===== src/rtl/mem_access_ctrl_pkg.sv =====
// Shared constants and FSM encoding for the RAM access front-end.
// The width constants are also used by the RAM top level.
package mem_access_ctrl_pkg;

  localparam int MEM_ADDR_W = 14;
  localparam int MEM_DATA_W = 16;

  // 2'b11 is unused. The next-state logic sends it back to IDLE.
  typedef enum logic [1:0] {
    IDLE   = 2'b00,
    ACCESS = 2'b01,
    RESP   = 2'b10
  } state_e;

endpackage


===== src/rtl/mem_rsp_reg.sv =====
// Read-response holding register with load, hold and clear.
// Clear is synchronous and takes priority over load.
module mem_rsp_reg #(
  parameter int W = 16
) (
  input  logic         clk,
  input  logic         clear,
  input  logic         load,
  input  logic [W-1:0] d,
  output logic [W-1:0] q
);

  always_ff @(posedge clk) begin
    if (clear) begin
      q <= '0;
    end else if (load) begin
      q <= d;
    end
  end

endmodule


===== src/rtl/mem_access_ctrl.sv =====
// Single-outstanding request/response front-end for the 16K x 16 RAM.
// This block sequences the RAM strobes so that each access occupies exactly one ACCESS cycle.
module mem_access_ctrl
  import mem_access_ctrl_pkg::*;
#(
  parameter int ADDR_W = MEM_ADDR_W,
  parameter int DATA_W = MEM_DATA_W
) (
  input  logic              CLK,
  input  logic              RST,
  input  logic              REQ_VALID,
  output logic              REQ_READY,
  input  logic              REQ_WE,
  input  logic [ADDR_W-1:0] REQ_ADDR,
  input  logic [DATA_W-1:0] REQ_WDATA,
  output logic              RSP_VALID,
  input  logic              RSP_READY,
  output logic [DATA_W-1:0] RSP_RDATA,
  output logic              BUSY,
  output logic              RAM_E,
  output logic              RAM_W,
  output logic              RAM_R,
  output logic [ADDR_W-1:0] RAM_ADDR,
  output logic [DATA_W-1:0] RAM_D,
  input  logic [DATA_W-1:0] RAM_OUT,
  output logic [1:0]        dbg_state
);

  // Handshakes: a transfer happens on a rising edge where valid & ready are both 1.
  // A valid signal is never withdrawn by this block. Ready depends only on registered state.
  state_e            state, state_nxt;
  logic              req_we;
  logic [ADDR_W-1:0] req_addr;
  logic [DATA_W-1:0] req_wdata;
  logic [DATA_W-1:0] rdata;
  logic              in_access;
  logic              rd_load;

  always_ff @(posedge CLK) begin
    if (RST) begin
      state <= IDLE;
    end else begin
      state <= state_nxt;
    end
  end

  always_ff @(posedge CLK) begin
    if (RST) begin
      req_we    <= 1'b0;
      req_addr  <= '0;
      req_wdata <= '0;
    end else if (state == IDLE && REQ_VALID) begin
      req_we    <= REQ_WE;
      req_addr  <= REQ_ADDR;
      req_wdata <= REQ_WDATA;
    end
  end

  always_comb begin
    state_nxt = state;
    case (state)
      IDLE:    if (REQ_VALID) state_nxt = ACCESS;
      ACCESS:  state_nxt = req_we ? IDLE : RESP;
      RESP:    if (RSP_READY) state_nxt = IDLE;
      default: state_nxt = IDLE;
    endcase
  end

  // RAM_OUT is X outside a read strobe, so it is captured only in a read ACCESS.
  assign rd_load = (state == ACCESS) && !req_we;

  mem_rsp_reg #(.W(DATA_W)) u_rsp_reg (
    .clk   (CLK),
    .clear (RST),
    .load  (rd_load),
    .d     (RAM_OUT),
    .q     (rdata)
  );

  // All outputs are decoded from registered state. RST forces them to their idle values.
  always_comb begin
    in_access = (state == ACCESS) && !RST;
    REQ_READY = (state == IDLE) && !RST;
    RSP_VALID = (state == RESP) && !RST;
    BUSY      = (state != IDLE) && !RST;
    RAM_E     = in_access;
    RAM_W     = in_access && req_we;
    RAM_R     = in_access && !req_we;
    RAM_ADDR  = RST ? '0 : req_addr;
    RAM_D     = RST ? '0 : req_wdata;
    RSP_RDATA = RST ? '0 : rdata;
  end

  assign dbg_state = state;

endmodule


===== config.mk =====
export PLATFORM = sky130hd
export DESIGN_NAME = mem_access_ctrl
export DESIGN_NICKNAME = d
export VERILOG_FILES = /design/src/rtl/mem_access_ctrl_pkg.sv /design/src/rtl/mem_rsp_reg.sv /design/src/rtl/mem_access_ctrl.sv
export SDC_FILE = /design/constraint.sdc
export NUM_CORES = 1
export LEC_CHECK = 0
export BUFFER_PORTS_ARGS = -buffer_cell sky130_fd_sc_hd__clkbuf_2
export CAP_MARGIN = 25
export CORE_UTILIZATION = 40
export DETAILED_ROUTE_END_ITERATION = 6
export PLACE_DENSITY = 0.67
export REMOVE_ABC_BUFFERS = 1
export SLEW_MARGIN = 30
export SYNTH_ARGS = -nofsm -noshare
export SYNTH_HDL_FRONTEND = slang
export SYNTH_HIERARCHICAL = 1
export SYNTH_SLANG_ARGS = --single-unit

===== constraint.sdc =====
create_clock -name CLK -period 2.92 [get_ports CLK]
set_input_delay 0.73 -clock CLK [delete_from_list [all_inputs] [get_ports CLK]]
set_output_delay 0.73 -clock CLK [all_outputs]
set_load 0.05 [all_outputs]

==> impl_metrics.json <==
{
  "highest_layer": "met4",
  "synth_async_sr_flop_share": 0,
  "worst_pin_slew_ns": 0.405,
  "worstSkewPairLatency_ns": 0.29,
  "multi_input_area_um2": 1150,
  "rsz0062_at_grt": "false",
  "crit_chain": "buf_2, buf_12, nor2b_1, clkbuf_2",
  "grt_usage": 0.151,
  "post_cts_buffers": 0,
  "post-route-util": 0.549,
  "p_int_w": 0.00103,
  "cts_sinks": 49,
  "grt_pass1_vias": 1534,
  "grt_start_max_net_pins": 60,
  "cts_root_buffer": "clkbuf_8",
  "cpPeakStageDelay_ns": 0.31,
  "slowest_stage": "clkbuf_2",
  "final_cell_mix": "clkbuf_2, nor2b_1, dfxtp_1",
  "nNetsFinal": 369,
  "cts_buffer_depth": 2,
  "synth.largest_area_cell": "dfxtp_1",
  "yosysUniqueCellTypes": 17,
  "min_path_type": "flop to flop",
  "setup_viol": 0,
  "fmax_mhz": 406,
  "period_share": 0.843,
  "fp-row-count": 26,
  "cap_violations": 0,
  "outcome": "complete, no violations",
  "io_pins": 105,
  "antenna_found_initial": 0,
  "cts_resized": 0,
  "timing_hold_violations_final": 0,
  "swShare": 0.286,
  "first_pass_iters": 4,
  "startpoint_type": "primary input",
  "yosys_warnings": 6,
  "die_y_um": 76.9,
  "max_slew_margin": 0.729,
  "ys_top_cells_by_area": "dfxtp_1, nor2b_1, mux2_2",
  "dr.first_iter.drc_count": 71,
  "antenna_cells": 0,
  "synth.avg_cell_area_um2": 10.3,
  "power_w": 0.00144,
  "seq_area_um2": 981,
  "netlist_instances": 218,
  "postCtsHoldBufs": 0,
  "synth-seq-cells": 49,
  "clk_pin_slew_ns": 0.08,
  "hpwl_um": 3120,
  "vias_per_cell": 4.51,
  "drc": 0,
  "num_vias": 1750,
  "synth_edf_count": 0,
  "p_comb_frac": 0.225,
  "final.fill_count": 502,
  "post-route-min-period_ns": 2.46,
  "p_switching_w": 0.000410,
  "synth_top_area_frac": 0.437,
  "layout-drive-gt1-share": 0.459,
  "wl_met1_um": 2030,
  "final_common_cell": "clkbuf_2",
  "seqPwrFrac": 0.506,
  "chipWidth_um": 76.9,
  "synth_ff_type": "dfxtp_1",
  "wl_per_cell_um": 11.1,
  "routed_wl_um": 4320,
  "area_growth_pct": 28.2,
  "syn-cell-area_um2": 2240,
  "clock_skew_ns": 0.00218,
  "die_area_um2": 5910,
  "wl_met2_um": 1860,
  "place.gp.congestion": 0.688,
  "cts.htree.levels": 2,
  "grt_pass1_wl_um": 7110,
  "portBuffers": 104,
  "p_leak_nw": 1.36,
  "start_util": 0.428,
  "cts_tree": "yes",
  "wl_met3_um": 382,
  "core-area_um2": 5240,
  "ant_nets": 0,
  "endpoint_kind": "primary output",
  "crit_arrival_ns": 1.73,
  "maxSlewViolCount": 0,
  "cts_buffers": 5,
  "cp.required_ns": 2.19,
  "p_clk_frac": 0.269,
  "p_per_area_nw_per_um2": 499,
  "whs_ns": 0.488,
  "irDropWorstVdd_mv": 0.306,
  "worstPathMaxFanout": 59,
  "yosysSeqAreaShare": 0.437,
  "worstSetupPathType": "primary input to primary output",
  "grt-ovfl-total": 0
}
sequential cells by signal (all words and copies together) (netlist names):
name	cells
req_wdata	16
dbg_state	2
u_rsp_reg/q	16
req_we	1
req_addr	14
routing by layer:
| metal | GRT usage | vias up |
|---|---|---|
| met3 | 0.0583 | 5 |
| met1 | 0.191 | 773 |
| met4 | 0.0404 | 0 |
| li1 | - | 899 |
| met5 | 0 | - |
| met2 | 0.238 | 73 |
cells in the mapped netlist (2+ instances only):
master and count:
buf_2 8, nor3b_1 4, clkbuf_1 2, nand2b_1 2
mux2_1 2, nor2_1 18, mux2i_1 17, and2_1 2
dfxtp_1 49, buf_6 4, nor2b_1 77, mux2_2 28
stage by stage:
step	setup slack, ns	std cells	setup TNS, ns	cell area, um^2
after global placement	0.481	381	0	2790
after floorplan	-0.698	202	-3.96	2130
after global routing	0.356	388	0	2880
after CTS	0.466	388	0	2880
final	0.459	388	0	2880
after detailed placement	0.473	381	0	2790
kinds of logic (layout without fill, tap and decap cells):
| family | count (synthesis) | in the layout | synth area share |
|---|---|---|---|
| AO/OA/AOI/OAI | 1 | 1 | 0.00446 |
| buffers and inverters | 16 | 116 | 0.0519 |
| flip-flops | 49 | 49 | 0.437 |
| multiplexers | 47 | 47 | 0.226 |
| AND/OR/NAND/NOR | 105 | 105 | 0.280 |
power groups by stage:
stage	Sequential (W)	Clock, W	Combinational, W
global placement	0.000742	0	0.000321
global route	0.000732	0.000437	0.000348
floorplan	0.000744	0	0.000220
CTS	0.000727	0.000410	0.000326
finish	0.000727	0.000387	0.000323
detailed placement	0.000743	0	0.000325
worst max-delay path, delay by kind of cell:
family,cells,cell delay [ns]
AND/OR/NAND/NOR,1,0.21
buffers and inverters,3,0.77
cell type report:
type / count / area share
clock buffer: 7 / 0.0300
multi-input combinational: 153 / 0.400
sequential: 49 / 0.341
tap: 70 / 0.0304
timing repair buffer: 109 / 0.198
path summary, 6_finish.rpt:
kind / from / endpoint / slack (ns) / cells past startpoint
max: RST / RAM_D[12] / 0.46 / 4
min: u_rsp_reg/q[9]$_SDFFE_PP0P_ / u_rsp_reg/q[9]$_SDFFE_PP0P_ / 0.49 / 2
max reg2reg: dbg_state[0]$_SDFFE_PP0P_ / u_rsp_reg/q[10]$_SDFFE_PP0P_ / 1.23 / 4
min reg2reg: u_rsp_reg/q[9]$_SDFFE_PP0P_ / u_rsp_reg/q[9]$_SDFFE_PP0P_ / 0.49 / 2
Note: power is estimated with default switching activity, not from simulation.
